[src/rtl/clock_presence_monitor.sv]
// Verifies that the enabled clock-generator output is toggling at a plausible rate.
// Optional macro CLK_MON_STICKY_FAULT_EN latches FAULT until iRst_n.
module clock_presence_monitor #(
    parameter int SETTLE_CYCLES = 200,
    parameter int WINDOW_CYCLES = 64,
    parameter int MIN_EDGES     = 8,
    parameter int MAX_EDGES     = 24,
    parameter int FAULT_WINDOWS = 2,
    parameter int CNT_W         = 8
) (
    input  logic             iClk,
    input  logic             iRst_n,
    input  logic             iClkOeActive,
    input  logic             iMonClk,
    output logic             oClkGood,
    output logic             oClkFault,
    output logic [CNT_W-1:0] oLastEdgeCount
);

    localparam int SET_W = (SETTLE_CYCLES > 1) ? $clog2(SETTLE_CYCLES) : 1;
    localparam int WIN_W = (WINDOW_CYCLES > 1) ? $clog2(WINDOW_CYCLES) : 1;
    localparam int BAD_W = $clog2(FAULT_WINDOWS + 1);

    localparam logic [SET_W-1:0] SETTLE_LAST = SET_W'(SETTLE_CYCLES - 1);
    localparam logic [WIN_W-1:0] WIN_LAST    = WIN_W'(WINDOW_CYCLES - 1);
    localparam logic [BAD_W-1:0] FAULT_LIMIT = BAD_W'(FAULT_WINDOWS);
    localparam logic [CNT_W-1:0] MIN_CNT     = CNT_W'(MIN_EDGES);
    localparam logic [CNT_W-1:0] MAX_CNT     = CNT_W'(MAX_EDGES);

    typedef enum logic [2:0] {
        IDLE,
        SETTLE,
        MEASURE,
        GOOD,
        FAULT
    } stateT;

    stateT            state, stateNext;
    logic [2:0]       monSync;
    logic [SET_W-1:0] settleCnt, settleNext;
    logic [WIN_W-1:0] winCnt, winNext;
    logic [CNT_W-1:0] edgeCnt, edgeNext, finalCount, lastNext;
    logic [BAD_W-1:0] badCnt, badNext;
    logic             edgePulse;
    logic             windowPass;
    logic             leave;

    assign edgePulse  = monSync[1] & ~monSync[2];
    assign finalCount = (edgeCnt == '1) ? edgeCnt : edgeCnt + CNT_W'(edgePulse);
    assign windowPass = (finalCount >= MIN_CNT) && (finalCount <= MAX_CNT);

`ifdef CLK_MON_STICKY_FAULT_EN
    assign leave = !iClkOeActive && (state != FAULT);
`else
    assign leave = !iClkOeActive;
`endif

    always_comb begin
        stateNext  = state;
        settleNext = settleCnt;
        winNext    = winCnt;
        edgeNext   = edgeCnt;
        badNext    = badCnt;
        lastNext   = oLastEdgeCount;
        case (state)
            IDLE: begin
                if (iClkOeActive) begin
                    stateNext  = SETTLE;
                    settleNext = '0;
                end
            end
            SETTLE: begin
                if (settleCnt == SETTLE_LAST) begin
                    stateNext = MEASURE;
                    winNext   = '0;
                    edgeNext  = '0;
                end else begin
                    settleNext = settleCnt + SET_W'(1);
                end
            end
            MEASURE, GOOD: begin
                edgeNext = finalCount;
                winNext  = winCnt + WIN_W'(1);
                if (winCnt == WIN_LAST) begin
                    winNext  = '0;
                    edgeNext = '0;
                    lastNext = finalCount;
                    if (windowPass) begin
                        badNext   = '0;
                        stateNext = GOOD;
                    end else begin
                        badNext = badCnt + BAD_W'(1);
                        if (badCnt + BAD_W'(1) == FAULT_LIMIT) begin
                            stateNext = FAULT;
                        end
                    end
                end
            end
            FAULT: ;
            default: stateNext = IDLE;
        endcase
        // Disable overrides everything, including a coinciding window evaluation.
        if (leave) begin
            stateNext  = IDLE;
            settleNext = '0;
            winNext    = '0;
            edgeNext   = '0;
            badNext    = '0;
            lastNext   = oLastEdgeCount;
        end
    end

    always_ff @(posedge iClk or negedge iRst_n) begin
        if (!iRst_n) begin
            state          <= IDLE;
            monSync        <= '0;
            settleCnt      <= '0;
            winCnt         <= '0;
            edgeCnt        <= '0;
            badCnt         <= '0;
            oLastEdgeCount <= '0;
            oClkGood       <= 1'b0;
            oClkFault      <= 1'b0;
        end else begin
            state          <= stateNext;
            monSync        <= {monSync[1:0], iMonClk};
            settleCnt      <= settleNext;
            winCnt         <= winNext;
            edgeCnt        <= edgeNext;
            badCnt         <= badNext;
            oLastEdgeCount <= lastNext;
            oClkGood       <= (state == GOOD) && !leave;
            oClkFault      <= (state == FAULT) && !leave;
        end
    end

endmodule
[config.mk]
export PLATFORM = sky130hd
export DESIGN_NAME = clock_presence_monitor
export DESIGN_NICKNAME = d
export VERILOG_FILES = /design/src/rtl/clock_presence_monitor.sv
export SDC_FILE = /design/constraint.sdc
export NUM_CORES = 1
export LEC_CHECK = 0
export BUFFER_PORTS_ARGS = -buffer_cell sky130_fd_sc_hd__buf_2
export CORE_UTILIZATION = 40
export CTS_CLUSTER_SIZE = 10
export DETAILED_ROUTE_END_ITERATION = 6
export PLACE_DENSITY = 0.66
export SKIP_LAST_GASP = 1
export SLEW_MARGIN = 15
export SYNTH_ARGS = -nofsm -noshare
export SYNTH_HDL_FRONTEND = slang
export SYNTH_SLANG_ARGS = --single-unit
[constraint.sdc]
create_clock -name iClk -period 2.34 [get_ports iClk]
set_clock_uncertainty 0.1 [all_clocks]
set_input_delay 0.351 -clock iClk [delete_from_list [all_inputs] [get_ports iClk]]
set_output_delay 0.351 -clock iClk [all_outputs]
set_load 0.005 [all_outputs]
==> metrics.md, run 1 <==
| Metric | Value |
|---|---|
| RD Place Congestion | 0.836 |
| Clk pwr share | about a third |
| Setup violations, final | 0 |
| Primary FF master, synth | dfrtp_1 |
| Status | finished, final reports clean |
| Sw Pwr | 0.511 mW |
| Largest net degree at the start of global routing | 23 |
| Post-Synthesis Cells | 216 |
| CP Class | flip-flop to flip-flop |
| Worst setup SP type | flip-flop |
| Seq/Total Area, Yosys | 48.9% |
| 1st-iter DRT viols | 70 |
| Core box area | 4820 um^2 |
| Final hold viol count | 0 |
| Die W | 73.5 um |
| CTS tree | done |
| Critical Path AT | 2240 ps |
| Setup_tns | 0 ps |
| Power per standard cell area | 725 nW/um^2 |
| Critical path depth | 7 |
| Worst Hold Depth | 1 |
| H-tree Lvls | 2 |
| Die ar. | 5400 um^2 |
| Period Utilization, post-route | 93.5% |
| # hold bufs at CTS | 1 |
| Slowest cell on crit path | nor4_2 |
| CTS Buffer Depth | 2 |
| Final wirelength | around 4000 um |
| Max-cap violations | 0 |
| Initial antenna violation count | 0 |
| LEAKAGE | 1.08 nW |
| WP buf/inv | 0 |
| CTS resizes | 0 |
| Syn_area_per_cell | 9.47 um^2 |
| Setup Fix Bufs, Post-CTS | 0 |
| CP max stage delay | 390 ps |
| Number of global-route vias before repair | 1604 |
| Worst-path cell chain | nor2b_1 > ha_1 > ha_1 > xor2_1 > o311a_1 > nor4_2 > o21ai_0 |
| Peak Freq | 457 MHz |
| Avg Vias per Cell | 5.42 |
| Fillcell total | 476 |
| GRT overflow | 0 |
| Wire length per cell | roughly 13 um |
| Synth Register Bits | 40 |
| Worst-path fanout max | 4 |
| Final core occ | 48.4% |
| Sequential share of power | a little under half |
| IO Pins | 14 |
| Hpwl dp | 2870 um |
| Sw Ratio | 30.3% |
| Clk Tree Root Cell | clkbuf_8 |
| Clk_lat worst skew | 280 ps |
| CTS Buf Count | 5 |
| Placement row count | 25 |
| # DRC | 0 |
| Final #Nets | 245 |
| Final number of max-transition violations | 0 |
| Total track usage | between 15 and 20% |
| DIE HEIGHT | 73.5 um |
| CTS sink cnt | 40 |
| Synth unique cells | 45 |
| Area Growth Syn to Fin | 13.9% |
| Internal power | 1.18 mW |
| 1st-pass router iterations | 4 |
| Hold crit path type | input pin to flip-flop |
| Diode count | 0 |
| Max_slew headroom | 65.4% |
| First-pass GRT wire length | 7100 um |
| WHS | 69.7 ps |
| Reg2Reg Depth | 7 |
| Asr flop ratio synth | 100% |
| Period minus WS final | approximately 2200 ps |
| Unrepaired setup endpoints after global routing | false |
| PortBufs | 13 |
| Yosys warning total | 0 |
| CP delay by family, top | simple AND/OR/NAND/NOR gates |
| Clk slew on worst S/H paths | about 80 ps |
| Slew @ Worst Pin | 518 ps |
| Share of layout cells above drive strength 1 | between 10% and 20% |
| Logic pwr share | 19.4% |
| Via count | around 1600 |
| Number of flops mapped to enable cells by yosys | 0 |
| Mapped cell area | 2050 um^2 |
| Worst Setup End Kind | flip-flop |
| Initial cell density of the core | 42.5% |
| Peak VDD IR | approximately 0.57 mV |
| Worst Path Required | 2400 ps |
| Syn Nets | 225 |
| Crit path top cell by count | ha_1 |
| Post-DRT Antenna Nets | 0 |
-- flip-flops by register name (all words and copies together) (netlist names) --
name / count
state: 3
monSync: 3
badCnt: 2
edgeCnt: 8
oClkGood: 1
oClkFault: 1
settleCnt: 8
winCnt: 6
oLastEdgeCount: 8
-- metrics by stage --
step | area, um^2 | setup WS, ps | power [mW] | std cells
5_1_grt | 2330 | 2.61 | 1.78 | 304
3_5_place_dp | 2210 | 160 | 1.14 | 295
2_1_floorplan | 2050 | 211 | 1.04 | 216
3_3_place_gp | 2210 | 184 | 1.14 | 295
4_1_cts | 2330 | 139 | 1.71 | 304
6_report | 2330 | 153 | 1.69 | 304
-- worst paths after layout --
path	start	endpoint	slack, ps
setup / recovery	monSync[1]	badCnt[0]	150
hold / removal	iMonClk	monSync[0]	70
setup reg to reg	monSync[1]	badCnt[0]	150
hold reg to reg	monSync[0]	monSync[1]	260
max in group asynchronous	iRst_n	state[2]	1060
min in group asynchronous	iRst_n	winCnt[4]	440
-- per-layer routing --
| metal | GRT usage, % | routed length (um) | vias to the layer above |
|---|---|---|---|
| met2 | 27.2 | 1820 | 34 |
| met5 | 0 | 0 | - |
| met3 | 3.29 | 120 | 5 |
| li1 | - | - | 819 |
| met1 | 23.0 | 2060 | 791 |
| met4 | 5.34 | 39 | 0 |
-- power by group through the flow --
stage | Clock [mW] | Combinational (mW) | Sequential (mW)
finish | 0.562 | 0.328 | 0.798
CTS | 0.576 | 0.332 | 0.798
floorplan | 0 | 0.240 | 0.798
global placement | 0 | 0.327 | 0.811
global route | 0.596 | 0.374 | 0.807
detailed placement | 0 | 0.329 | 0.811
-- final cells by class --
| type | count | area [um^2] | area share, % |
|---|---|---|---|
| flip-flops and latches | 40 | 1000 | 43.0 |
| well taps | 67 | 83.8 | 3.60 |
| multi-input cells | 159 | 976 | 41.9 |
| repair buffers | 20 | 120 | 5.16 |
| inverters | 10 | 37.5 | 1.61 |
| clock buffers | 5 | 68.8 | 2.95 |
| clock inverters | 3 | 42.5 | 1.83 |
-- placed cells by master, fill, tap and decap left out, types with 2 or more instances in the layout --
| cell type | instances |
|---|---|
| a311oi_1 | 2 |
| a31oi_1 | 4 |
| buf_2 | 13 |
| buf_4 | 6 |
| mux2i_1 | 2 |
| ha_1 | 5 |
| a21o_1 | 3 |
| nor2b_1 | 4 |
| nand2b_1 | 2 |
| nor2_1 | 27 |
| dfrtp_1 | 40 |
| nand2_1 | 17 |
| o31ai_1 | 3 |
| a21oi_1 | 11 |
| a22o_1 | 5 |
| o41ai_1 | 2 |
| nand3_1 | 16 |
| o21ai_0 | 23 |
| clkbuf_8 | 5 |
| xnor2_1 | 4 |
| inv_1 | 10 |
| nor3b_1 | 2 |
| and3_1 | 5 |
-- logic make-up after synthesis --
kind of cell | after synthesis | synth area share (%)
fa+ha+maj | 5 | 3.06
flops | 40 | 48.9
buf+inv | 17 | 3.36
xor+xnor | 5 | 2.14
mux | 3 | 1.53
compound gates | 62 | 20.4
simple gates | 84 | 20.6
-- cells in the mapped netlist (all sizes together) (3+ instances only) --
library cell | n | area (um^2)
nand2 | 17 | 63.8
a21oi | 11 | 55.1
a22o | 5 | 43.8
o31ai | 3 | 22.5
inv | 10 | 37.5
nor2 | 27 | 101
nor2b | 4 | 25.0
a21o | 4 | 31.3
buf | 5 | 23.8
a31oi | 4 | 25.0
dfrtp | 40 | 1000
ha | 5 | 62.6
and3 | 5 | 31.3
o21ai | 23 | 115
nand3 | 16 | 80.1
xnor2 | 4 | 35.0
Note: power is estimated with default switching activity, not from simulation.
==> run 2: changes to the inputs <==
--- a/config.mk
+++ b/config.mk
@@ -5,6 +5,7 @@
 export SDC_FILE = /design/constraint.sdc
 export NUM_CORES = 1
 export LEC_CHECK = 0
+export ABC_AREA = 1
 export BUFFER_PORTS_ARGS = -buffer_cell sky130_fd_sc_hd__buf_2
 export CORE_UTILIZATION = 40
 export CTS_CLUSTER_SIZE = 10
==> run 2 against run 1 <==
  * First-iteration DRC count is 29% higher
  * Design area increased by 2.1%
  * Sequential power rose by 2%
  * Clock power down 25%
  * Die area up 5.6%
  * Combinational power rose by 59%
  * Utilization decreased by 2.4 points
  * Critical endpoint is now state[0]
  * Highest routed layer unchanged
==> metrics.md, run 2 <==
| Metric | Value |
|---|---|
| IO Pins | 14 (unchanged) |
| Syn Nets | 265 (+18%) |
| Worst Path Required | 2410 ps (about the same) |
| Most frequent cells in the layout | nand2_1 (57), dfrtp_1 (40), inv_1 (31), nor2_1 (23), buf_2 (13) |
| Primary FF master, synth | dfrtp_1 |
| Top-count cell post-synth | nand2_1 |
| Post-DRT Antenna Nets | 0 (unchanged) |
| Via count | 1712 (+3.8%) |
| GRT overflow | 0 (unchanged) |
| Largest registers | edgeCnt (8), oLastEdgeCount (8), settleCnt (8) |
| Setup Fix Bufs, Post-CTS | 0 (unchanged) |
| Slowest cell on crit path | dfrtp_1 |
| Setup violations, final | 0 (unchanged) |
| Synth Register Bits | 40 (unchanged) |
| Mapped cell area | 2160 um^2 (+5.8%) |
| Yosys top cell area share | 46.2% (-2.7 points) |
| CTS resizes | 0 (unchanged) |
| Sequential share of power | 46.2% (-1.1 points) |
| CTS sink cnt | 40 (unchanged) |
| Hold crit path type | input pin to asynchronous set/reset pin |
| Hpwl dp | 2990 um (+4.1%) |
| Logic pwr share | 29.8% (+10 points) |
| Sw Pwr | 0.635 mW (+24%) |
| First-pass GRT wire length | 6950 um (-2.1%) |
| Largest net degree at the start of global routing | 41 (+78%) |
| Final #Nets | 283 (+16%) |
| CTS Buf Count | 5 (unchanged) |
| 1st-pass router iterations | 4 (unchanged) |
| Peak Freq | 484 MHz (+5.8%) |
| Register area | 1000 um^2 (unchanged) |
| Clk_lat worst skew | 290 ps (about the same) |
| Final wirelength | 3990 um (-1.1%) |
| CTS Buffer Depth | 2 (unchanged) |
| Clk pwr share | 24.0% (-9.3 points) |
| Core box area | 5170 um^2 (+7.4%) |
| DIE HEIGHT | 75.6 um (+2.8%) |
| Placed instance count | 337 (+14%) |
| Number of flops mapped to enable cells by yosys | 0 (unchanged) |
| Seq/Total Area, Yosys | 46.2% (-2.7 points) |
| Worst setup SP type | flip-flop |
| Setup_tns | 0 ps (unchanged) |
| CP delay by family, top | simple AND/OR/NAND/NOR gates |
| Synth area leader | dfrtp_1 |
| Fillcell total | 503 (+5.7%) |
| Diode count | 0 (unchanged) |
| Total track usage | 16.4% (-0.52 points) |
| Critical Path AT | 2140 ps (-100 ps) |
| Power per standard cell area | 738 nW/um^2 (+1.8%) |
| Fin cells | 344 (+13%) |
| Slew @ Worst Pin | 543 ps (+25.0 ps) |
| Period Utilization, post-route | 88.4% (-5.1 points) |
| Initial antenna violation count | 0 (unchanged) |
| Clk slew on worst S/H paths | 70 ps (about the same) |
| Placement row count | 26 (+4.0%) |
| Max_slew headroom | 63.8% (-1.6 points) |
| Number of global-route vias before repair | 1582 (-1.4%) |
| # hold bufs at CTS | 0 (-1) |
| Die W | 75.6 um (+2.8%) |
| Synth unique cells | 35 (-22%) |
| Asr flop ratio synth | 100% (unchanged) |
| Final number of max-transition violations | 0 (unchanged) |
| CTS tree | done |
| Die ar. | 5710 um^2 (+5.6%) |
| Yosys warning total | 0 (unchanged) |
| Peak VDD IR | 0.332 mV (-41%) |
| 1st-iter DRT viols | 90 (+29%) |
| Worst-path cell chain | inv_1 > nor2_1 > ha_1 > ha_1 > xnor2_1 > nand3_1 > nand3_1 > nand3_2 > nand3_2 > nand2_4 > nand2_1 > o21ai_1 |
| Period minus WS final | 2070 ps (-119 ps) |
| Final hold viol count | 0 (unchanged) |
| CP max stage delay | 380 ps (about the same) |
| # DRC | 0 (unchanged) |
| Ranking of synthesized cells by area | dfrtp_1 (46%), nand2_1 (9.9%), inv_1 (5.4%), nor2_1 (4.0%), ha_1 (2.9%) |
| Unrepaired setup endpoints after global routing | false |
| WP buf/inv | 1 (+1) |
| Multi-input combinational cell area | 991 um^2 (+1.5%) |
| Clk Tree Root Cell | clkbuf_8 |
| Final instance area | 2380 um^2 (+2.1%) |
| Avg Vias per Cell | 4.98 (-8.3%) |
| Share of layout cells above drive strength 1 | 20.8% (+6.5 points) |
| CP Class | flip-flop to flip-flop |
| Worst Setup End Kind | flip-flop |
| Initial cell density of the core | 41.8% (-0.62 points) |
| Worst-path fanout max | 5 (+1) |
| Status | finished, final reports clean |
| LEAKAGE | 1.10 nW (+1.8%) |
| Most common cell after layout, fill and taps aside | nand2_1 |
| Area Growth Syn to Fin | 9.88% |
| RD Place Congestion | 0.881 (+5.3%) |
| PortBufs | 13 (unchanged) |
| Syn_area_per_cell | 8.46 um^2 (-11%) |
| Post-Synthesis Cells | 256 (+19%) |
| Synth cell count leaders | nand2_1 (57), dfrtp_1 (40), inv_1 (31) |
| Sw Ratio | 36.2% (+5.9 points) |
| H-tree Lvls | 2 (unchanged) |
| Internal power | 1.12 mW (-4.9%) |
| Post-DP Area | 2300 um^2 (+4.2%) |
| Max-cap violations | 0 (unchanged) |
| Wire length per cell | 11.6 um (-13%) |
run 2: cell types whose count changed in the layout (fill, tap and decap cells not counted), sizes merged, moves of 5 or more:
cell	previous run	this run
nor3	1	7
and3	5	0
nand2	17	63
buf	19	14
inv	10	39
nand4	1	7
run 2: path summary, 6_finish.rpt:
path / endpoint / from / depth (start not counted) / slack [ps]
setup / recovery: state[0] / monSync[1] / 12 / 270
hold / removal: edgeCnt[7] / iRst_n / 2 / 7
hold reg to reg: monSync[1] / monSync[0] / 0 / 250
min in group iClk: monSync[0] / iMonClk / 1 / 70
max in group asynchronous: settleCnt[7] / iRst_n / 2 / 1790
setup reg to reg: state[0] / monSync[1] / 12 / 270
run 2: power by group through the flow:
stage                     Sequential, mW  Clock [mW]  Combinational, mW
final                              0.810       0.421              0.523
after global routing               0.820       0.466              0.596
after CTS                          0.810       0.439              0.532
after detailed placement           0.821           0              0.532
after global placement             0.822           0              0.521
after floorplan                    0.812           0              0.407
run 2: metrics by stage:
| step | util [%] | setup WS (ps) | hold slack [ps] | power, mW |
|---|---|---|---|---|
| global route | 46.0 | 132 | 52.1 | 1.88 |
| detailed placement | 44.5 | 316 | 238 | 1.35 |
| global placement | 44.5 | 398 | 237 | 1.34 |
| floorplan | - | 483 | -44.6 | 1.22 |
| finish | 46.0 | 272 | 7.19 | 1.75 |
| CTS | 46.0 | 297 | 29.3 | 1.78 |
run 2: layer usage:
metal  routed length (um)  global-route usage, %
met5                    0                      0
met1                 2070                   21.5
met2                 1700                   26.6
met3                  157                   3.97
met4                   70                   5.76
run 2: worst register-to-register path, delay by kind of cell (launching register included):
kind	cells	cell delay (ps)
flip-flops	1	380
AO/OA/AOI/OAI	1	60
adder cells (fa/ha/maj)	2	470
XOR/XNOR	1	280
AND/OR/NAND/NOR	7	620
buffers and inverters	1	50
run 2: cell type report:
| cell class | instances | share of cell area [%] |
|---|---|---|
| clock buffer | 6 | 3.05 |
| clock inverter | 1 | 0.210 |
| inverter | 39 | 6.26 |
| multi-input combinational | 174 | 41.7 |
| sequential | 40 | 42.1 |
| tap | 70 | 3.68 |
| timing repair buffer | 14 | 3.05 |
run 2: logic make-up (layout without fill, tap and decap cells):
group	Yosys count	count (layout)	synth area share, %
XOR/XNOR	3	3	1.21
AO/OA/AOI/OAI	42	42	12.8
adder cells (fa/ha/maj)	5	5	2.89
AND/OR/NAND/NOR	124	124	28.8
flip-flops	40	40	46.2
buffers and inverters	42	60	7.98
==> run 3: changes to the inputs <==
--- a/config.mk
+++ b/config.mk
@@ -7,10 +7,10 @@
 export LEC_CHECK = 0
 export ABC_AREA = 1
 export BUFFER_PORTS_ARGS = -buffer_cell sky130_fd_sc_hd__buf_2
-export CORE_UTILIZATION = 40
+export CORE_UTILIZATION = 50
 export CTS_CLUSTER_SIZE = 10
 export DETAILED_ROUTE_END_ITERATION = 6
-export PLACE_DENSITY = 0.66
+export PLACE_DENSITY = 0.77
 export SKIP_LAST_GASP = 1
 export SLEW_MARGIN = 15
 export SYNTH_ARGS = -nofsm -noshare
==> run 3 against run 2 <==
  * Wire length up 4.5%
  * Clock power up 47%
  * Highest routed layer unchanged
  * Largest power group unchanged
  * Die area down 19%
  * Sequential power down 0.6%
  * Power up 11%
  * First-iteration DRC count up 6.7%
  * Critical endpoint is now state[1]
==> metrics.md, run 3 (synthesis results as in run 2) <==
| Metric | Value |
|---|---|
| 1st-iter DRT viols | 96 (+6.7%) |
| Max_slew headroom | 61.0% (-2.9 points) |
| DIE HEIGHT | 67.8 um (-10%) |
| Initial antenna violation count | 0 (unchanged) |
| Unrepaired setup endpoints after global routing | false |
| Area Growth Syn to Fin | 11.8% |
| Diode count | 0 (unchanged) |
| Final hold viol count | 0 (unchanged) |
| Hold crit path type | input pin to flip-flop |
| Reg2Reg Depth | 12 (unchanged) |
| Avg Vias per Cell | 5.27 (+5.8%) |
| 1st-pass router iterations | 4 (unchanged) |
| Max-cap violations | 0 (unchanged) |
| Setup Fix Bufs, Post-CTS | 0 (unchanged) |
| Wire length per cell | 12.8 um (+9.9%) |
| First-pass GRT wire length | 7240 um (+4.2%) |
| Worst Path Required | 2420 ps (about the same) |
| WHS | 60.8 ps (+53.6 ps) |
| Sw Ratio | 33.8% (-2.4 points) |
| Clk pwr share | 31.6% (+7.6 points) |
| Largest registers | edgeCnt (8), oLastEdgeCount (8), settleCnt (8) |
| Worst Hold Depth | 1 |
| Sw Pwr | 0.660 mW (+3.9%) |
| PortBufs | 13 (unchanged) |
| CTS Buf Count | 5 (unchanged) |
| RD Place Congestion | 0.902 (+2.4%) |
| Most common cell after layout, fill and taps aside | nand2_1 |
| Logic pwr share | 27.2% (-2.6 points) |
| Placement row count | 23 (-12%) |
| CP Class | flip-flop to flip-flop |
| Worst setup SP type | flip-flop |
| Final instance area | 2420 um^2 (+1.7%) |
| Worst Setup End Kind | flip-flop |
| Peak Freq | 496 MHz (+2.5%) |
| Period Utilization, post-route | 86.2% (-2.2 points) |
| Die W | 67.8 um (-10%) |
| Worst Hold Launch | iMonClk |
| Initial cell density of the core | 53.0% (+11 points) |
| Core box area | 4090 um^2 (-21%) |
| CTS resizes | 0 (unchanged) |
| GRT overflow | 0 (unchanged) |
| Final wirelength | 4170 um (+4.5%) |
| Total track usage | 21.6% (+5.2 points) |
| Period minus WS final | 2020 ps (-50.6 ps) |
| Critical Path AT | 2100 ps (-40 ps) |
| Power per standard cell area | 808 nW/um^2 (+9.5%) |
| CP startpoint | monSync[1] |
| CTS sink cnt | 40 (unchanged) |
| # DRC | 0 (unchanged) |
| Reg2reg end | state[1] |
| Fillcell total | 380 (-24%) |
| Peak VDD IR | 0.490 mV (+48%) |
| Status | finished, final reports clean |
| Setup_tns | 0 ps (unchanged) |
| Final #Nets | 285 (+0.71%) |
| R2R Setup Slk | 320 ps (+50 ps) |
| Worst-path fanout max | 5 (unchanged) |
| Slew @ Worst Pin | 586 ps (+43.1 ps) |
| Die ar. | 4600 um^2 (-19%) |
| Setup violations, final | 0 (unchanged) |
| CTS Buffer Depth | 2 (unchanged) |
| Clk slew on worst S/H paths | 80 ps (about the same) |
| H-tree Lvls | 2 (unchanged) |
| Post-DP Area | 2280 um^2 (-0.76%) |
| Final number of max-transition violations | 0 (unchanged) |
| Sequential share of power | 41.2% (-5.0 points) |
| CTS tree | done |
| Post-DRT Antenna Nets | 0 (unchanged) |
| Hold EP | monSync[0] |
| Worst r2r src | monSync[1] |
| Hpwl dp | 3110 um (+4.0%) |
| Number of global-route vias before repair | 1603 (+1.3%) |
| Clk_lat worst skew | 290 ps (about the same) |
| Clk Tree Root Cell | clkbuf_8 |
| IO Pins | 14 (unchanged) |
| Via count | 1722 (+0.58%) |
| Most frequent cells in the layout | nand2_1 (57), dfrtp_1 (40), inv_1 (31), nor2_1 (23), buf_2 (13) |
| Share of layout cells above drive strength 1 | 21.7% (+0.86 points) |
| Internal power | 1.29 mW (+16%) |
| LEAKAGE | 1.14 nW (+2.9%) |
| Largest net degree at the start of global routing | 28 (-32%) |
run 3: metrics by stage:
step,cells,util [%],power [mW],worst slack (ps)
finish,327,59.2,1.95,322
global route,327,59.2,2.08,163
global placement,318,55.9,1.34,406
floorplan,256,-,1.22,483
detailed placement,318,55.9,1.35,325
CTS,327,59.2,1.97,314
run 3: worst max-delay path by stage:
stage / to / slack (ps) / cells after the start
final: state[1] / 320 / 12
after global routing: state[1] / 160 / 15
after CTS: state[1] / 310 / 11
after detailed placement: state[1] / 330 / 12
after global placement: state[1] / 410 / 12
after floorplan: state[0] / 480 / 14
run 3: layout make-up:
type / count / area, um^2 / share of cell area (%)
Tap cell: 50 / 62.6 / 2.59
Timing Repair Buffer: 16 / 90.1 / 3.72
Inverter: 39 / 149 / 6.15
Clock buffer: 7 / 96.3 / 3.98
Sequential cell: 40 / 1000 / 41.4
Clock inverter: 1 / 30.0 / 1.24
Multi-Input combinational cell: 174 / 991 / 41.0
run 3: worst max-delay path, cell delays in order (launching register included):
cell and delay, ps:
dfrtp_1 380, inv_1 60, nor2_1 40, ha_1 210, ha_1 250, xnor2_1 260
nand3_1 110, nand3_1 110, nand3_2 120, nand3_2 90, nand2_4 60, nand2_1 60
o21ai_1 60
run 3: power by group through the flow:
stage | registers [mW] | clock network, mW | logic, mW
6_report | 0.805 | 0.618 | 0.531
3_3_place_gp | 0.819 | 0 | 0.524
5_1_grt | 0.815 | 0.659 | 0.603
4_1_cts | 0.805 | 0.629 | 0.537
2_1_floorplan | 0.812 | 0 | 0.407
3_5_place_dp | 0.818 | 0 | 0.530
run 3: timing repair:
action	in CTS	in global routing
hold buffers	1	0
setup endpoints to repair	0	0
hold endpoints to repair	25	0
run 3: routing by layer:
| metal | wire (um) | global-route usage (%) |
|---|---|---|
| met1 | 2030 | 28.8 |
| met2 | 1940 | 33.9 |
| met3 | 142 | 5.07 |
| met4 | 63 | 7.81 |
| met5 | 0 | 0 |
